`src/rtl/multi_clock_source_pkg.sv`:
```
// Shared types and helpers for the multi-channel clock generator.
// CNT_WIDTH on the top must equal CNT_W here; the config struct is fixed-width.
package multi_clock_source_pkg;

    localparam int unsigned CNT_W  = 16;
    localparam int unsigned CHAN_W = 4;
    localparam int unsigned CFG_W  = 2 * CNT_W + 2;

    typedef struct packed {
        logic [CNT_W-1:0] period;
        logic [CNT_W-1:0] high;
        logic             init;
        logic             enable;
    } chan_cfg_t;

    function automatic logic cfg_valid_f(chan_cfg_t c);
        return (c.period >= CNT_W'(2)) && (c.high != '0) && (c.high < c.period);
    endfunction

    // A period always starts in the init level, then flips once.
    function automatic logic level_f(logic [CNT_W-1:0] cnt, chan_cfg_t c);
        logic [CNT_W-1:0] low_len;
        low_len = c.period - c.high;
        if (!c.enable) begin
            return c.init;
        end else if (c.init) begin
            return cnt < c.high;
        end else begin
            return !(cnt < low_len);
        end
    endfunction

endpackage

```
`src/rtl/multi_clock_source_channel.sv`:
```
// One generated clock: counter, active/shadow config, pending flag and output flop.
// Shadow config is only swapped in at a period boundary or while disabled.
module clock_source_channel
    import multi_clock_source_pkg::*;
#(
    parameter logic [CFG_W-1:0] RESET_CFG = {16'd2, 16'd1, 1'b0, 1'b1}
) (
    input  logic             clock,
    input  logic             reset,
    input  logic             load_i,
    input  logic [CFG_W-1:0] load_cfg_i,
    output logic             clock_o,
    output logic             period_start_o,
    output logic             pending_o
);

    localparam chan_cfg_t RstCfg = RESET_CFG;

    chan_cfg_t        act_q, act_d, shd_q, shd_d, load_cfg;
    logic [CNT_W-1:0] cnt_q, cnt_d;
    logic             pend_q, pend_d;
    logic             clk_q, clk_d;
    logic             ps_q, ps_d;
    logic             wrap;

    assign load_cfg = load_cfg_i;
    assign wrap     = (cnt_q == (act_q.period - CNT_W'(1)));

    always_comb begin
        act_d  = act_q;
        shd_d  = shd_q;
        pend_d = pend_q;
        cnt_d  = cnt_q;
        if (pend_q && (!act_q.enable || wrap)) begin
            act_d  = shd_q;
            pend_d = 1'b0;
            cnt_d  = '0;
        end else if (act_q.enable) begin
            cnt_d = wrap ? '0 : cnt_q + CNT_W'(1);
        end else begin
            cnt_d = '0;
        end
        // The top only loads while not pending, so this never collides with an apply.
        if (load_i) begin
            shd_d  = load_cfg;
            pend_d = 1'b1;
        end
        clk_d = level_f(cnt_d, act_d);
        ps_d  = act_d.enable && (cnt_d == '0);
    end

    always_ff @(posedge clock or posedge reset) begin
        if (reset) begin
            act_q  <= RstCfg;
            shd_q  <= RstCfg;
            cnt_q  <= '0;
            pend_q <= 1'b0;
            clk_q  <= RstCfg.init;
            ps_q   <= 1'b0;
        end else begin
            act_q  <= act_d;
            shd_q  <= shd_d;
            cnt_q  <= cnt_d;
            pend_q <= pend_d;
            clk_q  <= clk_d;
            ps_q   <= ps_d;
        end
    end

    assign clock_o        = clk_q;
    assign period_start_o = ps_q;
    assign pending_o      = pend_q;

endmodule

```
`src/rtl/multi_clock_source.sv`:
```
// Multi-channel programmable clock generator: shared config handshake and
// validation in front of NUM_CLOCKS independent channel instances.
module multi_clock_source
    import multi_clock_source_pkg::*;
#(
    parameter int unsigned            NUM_CLOCKS     = 4,
    parameter int unsigned            CNT_WIDTH      = CNT_W,
    parameter int unsigned            DEFAULT_PERIOD = 2,
    parameter int unsigned            DEFAULT_HIGH   = 1,
    parameter logic [NUM_CLOCKS-1:0]  DEFAULT_INIT   = '0,
    parameter logic [NUM_CLOCKS-1:0]  DEFAULT_ENABLE = '1,
    localparam int unsigned           ChanW = (NUM_CLOCKS > 1) ? $clog2(NUM_CLOCKS) : 1
) (
    input  logic                  clock,
    input  logic                  reset,
    input  logic                  cfg_valid,
    output logic                  cfg_ready,
    input  logic [ChanW-1:0]      cfg_chan,
    input  logic [CNT_WIDTH-1:0]  cfg_period,
    input  logic [CNT_WIDTH-1:0]  cfg_high,
    input  logic                  cfg_init,
    input  logic                  cfg_enable,
    output logic                  cfg_err,
    output logic [NUM_CLOCKS-1:0] clock_out,
    output logic [NUM_CLOCKS-1:0] period_start,
    output logic [NUM_CLOCKS-1:0] pending
);

    chan_cfg_t             new_cfg;
    logic                  chan_ok, sel_pend, fire, accept;
    logic [NUM_CLOCKS-1:0] load;
    logic                  err_q, err_d;

    always_comb begin
        new_cfg.period = cfg_period;
        new_cfg.high   = cfg_high;
        new_cfg.init   = cfg_init;
        new_cfg.enable = cfg_enable;
    end

    // An out-of-range channel is accepted and then rejected so it cannot stall the requestor.
    always_comb begin
        chan_ok  = 1'b0;
        sel_pend = 1'b0;
        for (int i = 0; i < NUM_CLOCKS; i++) begin
            if (cfg_chan == ChanW'(i)) begin
                chan_ok  = 1'b1;
                sel_pend = pending[i];
            end
        end
    end

    assign cfg_ready = !sel_pend;
    assign fire      = cfg_valid && cfg_ready;
    assign accept    = fire && chan_ok && cfg_valid_f(new_cfg);
    assign err_d     = fire && !accept;

    always_comb begin
        load = '0;
        for (int i = 0; i < NUM_CLOCKS; i++) begin
            load[i] = accept && (cfg_chan == ChanW'(i));
        end
    end

    always_ff @(posedge clock or posedge reset) begin
        if (reset) begin
            err_q <= 1'b0;
        end else begin
            err_q <= err_d;
        end
    end

    assign cfg_err = err_q;

    for (genvar g = 0; g < NUM_CLOCKS; g++) begin : g_chan
        localparam logic [CFG_W-1:0] RstCfg = {CNT_W'(DEFAULT_PERIOD), CNT_W'(DEFAULT_HIGH),
                                               DEFAULT_INIT[g], DEFAULT_ENABLE[g]};
        clock_source_channel #(
            .RESET_CFG(RstCfg)
        ) u_chan (
            .clock         (clock),
            .reset         (reset),
            .load_i        (load[g]),
            .load_cfg_i    (new_cfg),
            .clock_o       (clock_out[g]),
            .period_start_o(period_start[g]),
            .pending_o     (pending[g])
        );
    end

endmodule

```
`config.mk`:
```
export PLATFORM = sky130hd
export DESIGN_NAME = multi_clock_source
export DESIGN_NICKNAME = d
export VERILOG_FILES = /design/src/rtl/multi_clock_source_pkg.sv /design/src/rtl/multi_clock_source_channel.sv /design/src/rtl/multi_clock_source.sv
export SDC_FILE = /design/constraint.sdc
export NUM_CORES = 1
export LEC_CHECK = 0
export CORE_ASPECT_RATIO = 0.5
export CORE_MARGIN = 1
export CORE_UTILIZATION = 50
export DETAILED_ROUTE_END_ITERATION = 8
export PLACE_DENSITY = 0.65
export RECOVER_POWER = 100
export SYNTH_ARGS = -nofsm -noshare
export SYNTH_HDL_FRONTEND = slang
export SYNTH_SLANG_ARGS = --single-unit
```
`constraint.sdc`:
```
create_clock -name clock -period 13.41 [get_ports clock]
set_clock_uncertainty 0.05 [all_clocks]
set_input_delay 2.682 -clock clock [delete_from_list [all_inputs] [get_ports clock]]
set_output_delay 2.682 -clock clock [all_outputs]
set_load 0.05 [all_outputs]
```
==> metrics.md, run 1 <==
| Metric | Value |
|---|---|
| Status | finished with violations |
| Failing checks | max-capacitance violations, max-slew violations |
| Pleak | 11.72 nW |
| Ys Warns | 0 |
| Initial antenna violation count | 1 |
| Synth area leader | dfrtp_1 |
| Clock-pin slew on the worst setup and hold paths | 0.06 ns |
| Post-synth EDFFs | 0 |
| Sequential area share after synthesis | 38.89% |
| Final core utilization | 56.18% |
| Fin. max-slew vios | 520 |
| Hold Startpoint | g_chan[0].u_chan.shd_q[33] |
| Relative slew slack | -318.5% |
| Final hold slack | 0.4432 ns |
| DR WL/cell | 20.48 um |
| Gate Count Post-Synth | 2196 |
| Worst EP required | 13.59 ns |
| Sw frac | 42.62% |
| Area contributors post-synth | dfrtp_1, ha_1, mux2_2 |
| Achievable clock frequency | 0.1063 GHz |
| Number of placement rows | 54 |
| Port Buffers | 52 |
| Crit. Startpoint | reset |
| Synth top area share | 36.09% |
| Drt drc | 0 |
| DRT Wirelength | 57.89 mm |
| Reg power frac | 29.0% |
| TritonRoute pass-1 iters | 6 |
| Starting Density | 51.23% |
| Switching Power | 2.604 mW |
| H-tree depth | 2 |
| Fin crit period | 9.405 ns |
| Origin of the critical flop-to-flop path | g_chan[1].u_chan.act_q[20] |
| Nets@finish | 2443 |
| Combinational fraction of design power | 53.0% |
| Tcrit/Tclk final | 70.14% |
| Syn Area/Cell | 10.26 um2 |
| Global Route Usage Sum | 25.62% |
| FFs w/ async S/R, synth | 100.0% |
| Share of cells above drive strength 1 | 11.30% |
| Die X | 302.2 um |
| Setup TNS | 0 ns |
| Int Power | 3.506 mW |
| Num Clock Sinks | 349 |
| Netlist cell types | 87 |
| Global-route wire length before repair | 91.36 mm |
| Post-route ant nets | 0 |
| Hold-fix buffer count after cts | 0 |
| CTS tree | yes |
| Clock Path Buffers | 3 |
| Core area | 43980 um2 |
| Vias per inst | 5.782 |
| Die span in y | 152.1 um |
| VDD IR-drop max | 101.3 uV |
| Startpoint Class | input port |
| DRT iter0 DRCs | 1373 |
| Worst skew pair latency | 0.53 ns |
| Mapped Nets | 2425 |
| Clock power frac | 18.0% |
| Detail Placement HPWL | 42.68 mm |
| Arr. time, crit path | 9.58 ns |
| Kind of end point of the critical path | async pin |
| # Post-CTS Setup Buffers | 0 |
| I/O pin count | 53 |
| Vias in the first global route | 15495 |
| Area grow syn2layout | 9.667% |
| RSZ-0062 raised after global routing | no |
| Final setup vio count | 0 |
| Via count | 16346 |
| #FFs+latches synth | 349 |
| CTS Root Cell | clkbuf_16 |
| Global placer's final weighted congestion | 0.9064 |
| Most used DFF post-synth | dfrtp_1 |
| Setup Crit Path Kind | in -> async |
| Post-CTS resize count | 0 |
| Max_cap viols | 10 |
| Largest net degree at the start of global routing | 135 |
| Synth Cell Area | 22530 um2 |
| Slew at the pin with the worst max-slew slack | 6.243 ns |
| PwrDens | 247.2 nW/um2 |
| CTS Buf Count | 36 |
| Die ar. | 45970 um2 |
| Fin. Hold Viols | 0 |
| Antenna Cells | 0 |
| GR Overflow Total | 0 |
| Crit-path max FO | 134 |
| Worst hold path type | reg -> reg |
==> flip-flops by register name, summed over array words and instances, names as in the netlist <==
name	flops
cfg_err	1
g_chan.u_chan.cnt_q	64
g_chan.u_chan.clock_o	4
g_chan.u_chan.act_q	136
g_chan.u_chan.shd_q	136
g_chan.u_chan.period_start_o	4
g_chan.u_chan.pending_o	4
==> per-layer routing <==
metal | vias up | routed length [um] | global-route usage [%]
met3 | 67 | 3155 | 3.489
li1 | 7837 | - | -
met4 | 0 | 841 | 4.257
met1 | 8074 | 30720 | 42.30
met2 | 368 | 23180 | 35.24
met5 | - | 0 | 0
==> cells by family after synthesis <==
kind of cell / count (synthesis) / synth area share, %
fa+ha+maj: 208 / 11.45
mux: 287 / 13.94
flops: 349 / 38.89
xor+xnor: 218 / 8.473
buf+inv: 244 / 4.375
simple gates: 531 / 12.42
compound gates: 359 / 10.46
==> Yosys cell counts (all sizes together) (5+ instances only) <==
master	instances
dfrtp	325
o22ai	6
nand4	37
nor3	32
o41ai	6
ha	187
a31oi	20
buf	29
nor4	22
a221oi	7
nor2	136
xnor2	130
inv	153
o31ai	15
nand4b	5
xor2	88
dfstp	24
a21o	48
nor3b	7
mux2	201
clkbuf	61
nand2b	43
nand3	58
o21a	9
and2	11
or4	12
a21oi	112
and3	24
nand2	86
nor2b	30
o21ai	70
mux2i	85
maj3	18
o211ai	8
a211oi	7
and4	8
o21bai	7
o2111ai	5
a211o	5
==> area by class of cell <==
type / count / area (um2)
Timing Repair Buffer: 70 / 596.8
Clock inverter: 13 / 230.2
Tap cell: 588 / 735.7
Clock buffer: 50 / 1045
Multi-Input combinational cell: 1603 / 12760
Sequential cell: 349 / 8763
Inverter: 154 / 580.6
Fill cell: 3827 / 19270
==> cell usage in the layout (no fill, tap or decap), types with 57 or more instances in the layout <==
master,count
a21oi_1,111
dfrtp_1,325
ha_1,187
inv_1,152
mux2_1,57
mux2_2,144
mux2i_1,85
nand2_1,85
nand3_1,58
nor2_1,136
o21ai_0,66
xnor2_1,130
xor2_1,88
==> per-stage QoR <==
stage / total power [mW] / instances / worst slack (ns) / area [um2]
6_report: 6.110 / 2827 / 4.005 / 24710
5_1_grt: 6.612 / 2827 / 2.579 / 24710
4_1_cts: 6.141 / 2827 / 5.746 / 24830
3_5_place_dp: 5.007 / 2764 / 5.766 / 23560
3_3_place_gp: 4.954 / 2764 / 5.893 / 23560
2_1_floorplan: 4.206 / 2196 / 1.039 / 22530
==> power by group through the flow <==
stage               sequential [mW]  clock (mW)  combinational (mW)
floorplan                      1.61           0                2.59
global route                   1.82        1.16                3.63
CTS                            1.77        1.12                3.25
finish                         1.77        1.10                3.24
detailed placement             1.78           0                3.22
global placement               1.77           0                3.18
==> worst paths after layout <==
kind,cells past startpoint,slack [ns],endpoint
worst max-delay path,4,4.00,g_chan[0].u_chan.shd_q[16]
worst min-delay path,1,0.44,g_chan[0].u_chan.shd_q[33]
worst max register to register,29,4.10,g_chan[1].u_chan.clock_o
worst min register to register,1,0.44,g_chan[0].u_chan.shd_q[33]
max in group clock,29,4.10,g_chan[1].u_chan.clock_o
min in group asynchronous,2,4.50,g_chan[2].u_chan.act_q[4]
==> worst max-delay path, stage by stage <==
cell and delay (ns):
dlygate4sd3_1 0.55, clkinvlp_2 3.44, buf_4 1.09, clkbuf_2 1.62
Note: power is estimated with default switching activity, not from simulation.
==> inputs of run 2 (changes only) <==
Clock period 13.41 ns to 9.4 ns, I/O delays scaled along.
==> run 2 against run 1 <==
  * The run still ends with max-capacitance violations, max-slew violations left
  * Sequential cell count unchanged
  * Cell area is 0.65% lower
  * Global-route usage fell by 0.55 points
  * Power rose by 39%
  * Sequential power increased by 44%
  * First-iteration DRC count rose by 4.2%
  * Combinational power increased by 40%
  * Count of clock-buffer cells in the layout unchanged
  * Non-clock buffer count down 3
  * Critical endpoint is now g_chan[1].u_chan.clock_o
==> metrics.md, run 2 (synthesis gave the netlist of run 1 again) <==
| Metric | Value |
|---|---|
| Area grow syn2layout | 8.950% |
| Global-route wire length before repair | 89.91 mm |
| WHS Path Cells | 1 |
| Reg2reg end | g_chan[1].u_chan.clock_o |
| Arr. time, crit path | 8.53 ns |
| Largest net degree at the start of global routing | 158 |
| Dpl cell area | 23540 um2 |
| Number of placement rows | 54 |
| Crit. Startpoint | g_chan[1].u_chan.act_q[20] |
| Kind of end point of the critical path | flop |
| DR WL/cell | 20.07 um |
| Flop-to-flop setup slack | 1.22 ns |
| Starting Density | 51.23% |
| Core area | 43980 um2 |
| Max_cap viols | 8 |
| Nets@finish | 2438 |
| VDD IR-drop max | 134.2 uV |
| Crit-path max FO | 37 |
| Vias per inst | 5.769 |
| Detail Placement HPWL | 42.08 mm |
| TritonRoute pass-1 iters | 5 |
| Setup Crit Path Kind | reg -> reg |
| Hold-fix buffer count after cts | 0 |
| Worst hold path type | reg -> reg |
| Vias in the first global route | 15544 |
| I/O pin count | 53 |
| Hold Startpoint | g_chan[0].u_chan.shd_q[33] |
| Initial antenna violation count | 0 |
| # Post-CTS Setup Buffers | 0 |
| RSZ-0062 raised after global routing | no |
| Port Buffers | 52 |
| Global Route Usage Sum | 25.07% |
| DRT Wirelength | 56.65 mm |
| Failing checks | max-capacitance violations, max-slew violations |
| Clock-pin slew on the worst setup and hold paths | 0.07 ns |
| Worst skew pair latency | 0.54 ns |
| Fin crit period | 8.179 ns |
| Most common cell after layout, fill and taps aside | dfrtp_1 |
| Final instance area | 24550 um2 |
| Share of cells above drive strength 1 | 11.46% |
| Die ar. | 45970 um2 |
| Relative slew slack | -150.8% |
| CTS tree | yes |
| H-tree depth | 2 |
| Final setup vio count | 0 |
| PwrDens | 345.2 nW/um2 |
| Crit path largest cell delay | 1.15 ns |
| Worst Hold End | g_chan[0].u_chan.shd_q[33] |
| Status | finished with violations |
| Fin. Hold Viols | 0 |
| GR Overflow Total | 0 |
| Regs by FF count | g_chan.u_chan.act_q: 136 flops, g_chan.u_chan.shd_q: 136 flops, g_chan.u_chan.cnt_q: 64 flops |
| Critical path, cell by cell | nor4_1 > nand3_1 > or4_1 > o21ai_0 > nand4b_1 > o41ai_1 > nand2_1 > mux2i_1 > ha_1 > a21o_1 > a21oi_1 > o211ai_2 > a221oi_1 > o21bai_1 > a21o_1 > a21oi_1 > xor2_1 > ha_1 > a21o_1 > a21o_1 > a21oi_1 > o2111ai_1 > a21oi_1 > a21oi_1 |
| Achievable clock frequency | 0.1223 GHz |
| Fin. max-slew vios | 379 |
| Via count | 16279 |
| CTS Root Cell | clkbuf_16 |
| Antenna Cells | 0 |
| CTS Buf Count | 34 |
| Origin of the critical flop-to-flop path | g_chan[1].u_chan.act_q[20] |
| Worst EP required | 9.75 ns |
| Commonest non-fill, non-tap cells in the layout | dfrtp_1, ha_1, inv_1 |
| Clock Path Buffers | 3 |
| DRT iter0 DRCs | 1430 |
| Post-route ant nets | 0 |
| Setup TNS | 0 ns |
| Num Clock Sinks | 349 |
| Pleak | 11.66 nW |
| Worst Reg-to-Reg Cells | 24 |
| Die X | 302.2 um |
| Global placer's final weighted congestion | 0.8868 |
| Drt drc | 0 |
| Startpoint Class | flop |
| Post-CTS resize count | 0 |
| CP max-delay cell | nand2_1 |
| Most used cell, CP | a21oi_1 |
| Slew at the pin with the worst max-slew slack | 3.762 ns |
| Tcrit/Tclk final | 87.01% |
| Die span in y | 152.1 um |
run 2: where the power goes:
| part | switching (mW) | internal, mW | leakage [nW] |
|---|---|---|---|
| clock network | 0.607 | 0.798 | 0.548 |
| logic | 2.51 | 2.02 | 6.79 |
| registers | 0.515 | 2.02 | 4.32 |
run 2: worst max path at each step:
stage	endpoint	slack, ns	cells past startpoint
finish	g_chan[1].u_chan.clock_o	1.22	24
global route	g_chan[0].u_chan.clock_o	0.62	31
CTS	g_chan[0].u_chan.clock_o	1.70	30
detailed placement	g_chan[0].u_chan.clock_o	1.74	30
global placement	g_chan[0].u_chan.clock_o	1.91	30
floorplan	g_chan[0].u_chan.clock_o	1.93	34
run 2: critical path: cells and delay by family, from the launching register on:
family / cells / cell delay [ns]
mux: 1 / 0.92
xor+xnor: 1 / 0.17
simple gates: 5 / 2.85
fa+ha+maj: 2 / 0.67
flops: 1 / 0.49
compound gates: 15 / 2.86
run 2: per-stage QoR:
step | std cells | hold WS (ns) | util, % | setup WS (ns) | power, mW
after floorplan | 2196 | 0.4102 | - | 1.925 | 6.000
after global placement | 2761 | 0.4257 | 53.52 | 1.912 | 7.032
after detailed placement | 2761 | 0.4335 | 53.52 | 1.738 | 7.101
after CTS | 2822 | 0.4474 | 56.06 | 1.698 | 8.551
after global routing | 2822 | 0.4601 | 55.82 | 0.6241 | 9.181
final | 2822 | 0.4390 | 55.82 | 1.221 | 8.475
run 2: final cells by class:
| cell class | count | area [um2] |
|---|---|---|
| sequential | 349 | 8763 |
| clock inverter | 11 | 113.9 |
| inverter | 154 | 583.1 |
| clock buffer | 50 | 1002 |
| timing repair buffer | 67 | 605.6 |
| tap | 588 | 735.7 |
| multi-input combinational | 1603 | 12750 |
| fill | 3779 | 19430 |
run 2: layer usage:
| metal | part of all wire [%] | global-route usage, % | wire length [um] | vias up |
|---|---|---|---|---|
| met5 | 0 | 0 | 0 | - |
| met2 | 39 | 33.30 | 22030 | 392 |
| met1 | 53 | 42.17 | 30190 | 7995 |
| met4 | 1.8 | 5.002 | 1031 | 0 |
| li1 | - | - | - | 7823 |
| met3 | 6.0 | 3.303 | 3390 | 69 |
==> inputs of run 3 (changes only) <==
Settings changed: SLEW_MARGIN set to 40, TNS_END_PERCENT set to 10.
==> run 3 against run 2 <==
  * The flow still finishes with violations (max-capacitance violations, max-slew violations)
  * Worst hold slack improved by 0.00079 ns
  * Largest cell class unchanged
  * Non-clock buffer count grew 1
  * Largest power group unchanged
  * Sequential cell count did not move
==> metrics.md, run 3 (synthesis gave the netlist of run 1 again) <==
| Metric | Value |
|---|---|
| Status | finished with violations |
| Failing checks | max-capacitance violations, max-slew violations |
| CTS Root Cell | clkbuf_16 |
| Worst Reg-to-Reg Cells | 24 |
| Setup Crit Path Kind | reg -> reg |
| Sw frac | 42.72% |
| Die ar. | 45970 um2 |
| Achievable clock frequency | 0.1236 GHz |
| GR Overflow Total | 0 |
| Tcrit/Tclk final | 86.08% |
| Vias in the first global route | 15566 |
| Most common cell after layout, fill and taps aside | dfrtp_1 |
| Initial antenna violation count | 0 |
| Detail Placement HPWL | 42.29 mm |
| Global routing met2 resource utilization | 33.03% |
| GRT busiest layer | met1 |
| Slew at the pin with the worst max-slew slack | 3.719 ns |
| Switching Power | 3.652 mW |
| Fin crit period | 8.091 ns |
| Starting Density | 51.23% |
| Dpl cell area | 23580 um2 |
| Clock-pin slew on the worst setup and hold paths | 0.07 ns |
| Relative slew slack | -147.9% |
| Startpoint Class | flop |
| Final instance area | 24620 um2 |
| DRT Wirelength | 56.66 mm |
| Max_cap viols | 8 |
| Nets@finish | 2440 |
| Post-route ant nets | 0 |
| Vias per inst | 5.768 |
| Fin. Hold Viols | 0 |
| Commonest non-fill, non-tap cells in the layout | dfrtp_1, ha_1, inv_1 |
| Combinational fraction of design power | 53.0% |
| Share of cells above drive strength 1 | 11.50% |
| DR WL/cell | 20.06 um |
| Worst hold path type | reg -> reg |
| VDD IR-drop max | 133.1 uV |
| Worst EP required | 9.74 ns |
| Crit. Startpoint | g_chan[1].u_chan.act_q[20] |
| H-tree depth | 2 |
| Kind of end point of the critical path | flop |
| Origin of the critical flop-to-flop path | g_chan[1].u_chan.act_q[20] |
| Core area | 43980 um2 |
| Reg power frac | 29.7% |
| Arr. time, crit path | 8.44 ns |
| Port Buffers | 52 |
| # fillers | 3799 |
| Clock power frac | 17.3% |
| Via count | 16288 |
| Global placer's final weighted congestion | 0.8868 |
| Clock Path Buffers | 3 |
| RSZ-0062 raised after global routing | no |
| Int Power | 4.897 mW |
| CTS Buf Count | 35 |
| Area grow syn2layout | 9.278% |
| Global-route wire length before repair | 90.42 mm |
| Grt met1 use | 42.83% |
| PwrDens | 347.2 nW/um2 |
| DRT iter0 DRCs | 1245 |
| Largest net degree at the start of global routing | 86 |
| # Post-CTS Setup Buffers | 0 |
| Regs by FF count | g_chan.u_chan.act_q: 136 flops, g_chan.u_chan.shd_q: 136 flops, g_chan.u_chan.cnt_q: 64 flops |
| Drt drc | 0 |
| Setup TNS | 0 ns |
| Num Clock Sinks | 349 |
| Die span in y | 152.1 um |
| Pleak | 11.68 nW |
| Flop-to-flop setup slack | 1.31 ns |
| Post-CTS resize count | 0 |
| Reg2reg end | g_chan[1].u_chan.clock_o |
| GR Util met3 | 3.003% |
| CP Capture Point | g_chan[1].u_chan.clock_o |
| Crit-path max FO | 37 |
| Final setup vio count | 0 |
| Die X | 302.2 um |
| I/O pin count | 53 |
| Worst skew pair latency | 0.55 ns |
| Fin. max-slew vios | 390 |
| Hold Startpoint | g_chan[0].u_chan.shd_q[33] |
| Global Route Usage Sum | 25.21% |
| Number of placement rows | 54 |
| TritonRoute pass-1 iters | 6 |
| Hold-fix buffer count after cts | 0 |
| CTS tree | yes |
==> run 3: cell types whose count changed in the layout (fill, tap and decap cells not counted), sizes merged <==
cell	previous run	this run
buf	4	5
bufinv	2	5
clkbuf	61	54
clkinv	7	10
clkinvlp	3	4
diode	0	1
==> run 3: power by group through the flow <==
stage	clock network, mW	logic [mW]	registers [mW]
after floorplan	0	3.70	2.30
after global placement	0	4.50	2.53
after detailed placement	0	4.55	2.56
after CTS	1.51	4.58	2.53
after global routing	1.56	5.09	2.60
final	1.48	4.53	2.54
==> run 3: per-layer routing <==
layer  part of all wire, %  up-vias
li1                      -     7858
met4                   1.8        0
met2                    39      340
met1                    54     8015
met3                   4.8       75
met5                     0        -
==> run 3: worst min-delay path by stage <==
stage,endpoint,cells after the start
global placement,g_chan[0].u_chan.shd_q[29],1
floorplan,g_chan[0].u_chan.shd_q[29],1
finish,g_chan[0].u_chan.shd_q[33],1
global route,g_chan[2].u_chan.shd_q[28],1
detailed placement,g_chan[0].u_chan.shd_q[33],1
CTS,g_chan[0].u_chan.act_q[2],2
==> run 3: worst max-delay path: stages, from the launching register on <==
cell	delay, ns
dfrtp_1	0.48
nor4_1	0.75
nand3_1	0.27
or4_1	0.54
o21ai_0	0.08
nand4b_1	0.13
o41ai_1	0.45
nand2_1	1.14
mux2i_1	0.91
ha_1	0.41
a21o_1	0.20
a21oi_1	0.21
o211ai_2	0.15
a221oi_1	0.28
o21bai_1	0.16
a21o_1	0.19
a21oi_1	0.16
xor2_1	0.17
ha_1	0.26
a21o_1	0.16
a21o_1	0.17
a21oi_1	0.23
o2111ai_1	0.14
a21oi_1	0.16
a21oi_1	0.07
==> run 3: cell type report <==
class	instances	area (um2)	area share, %
clock inverters	18	234.0	0.9502
clock buffers	43	945.9	3.841
flip-flops and latches	349	8763	35.59
multi-input cells	1603	12740	51.75
inverters	154	583.1	2.368
repair buffers	68	616.8	2.505
well taps	588	735.7	2.988
diodes	1	2.502	0.01016
==> run 3: through the flow <==
stage / utilization (%) / worst slack, ns / cells / hold WS [ns] / power (mW)
3_5_place_dp: 53.61 / 1.805 / 2762 / 0.4335 / 7.104
4_1_cts: 56.30 / 1.766 / 2823 / 0.4476 / 8.624
3_3_place_gp: 53.52 / 1.912 / 2761 / 0.4257 / 7.032
2_1_floorplan: - / 1.925 / 2196 / 0.4102 / 6.000
5_1_grt: 55.98 / 0.6649 / 2823 / 0.4656 / 9.252
6_report: 55.99 / 1.309 / 2824 / 0.4398 / 8.549
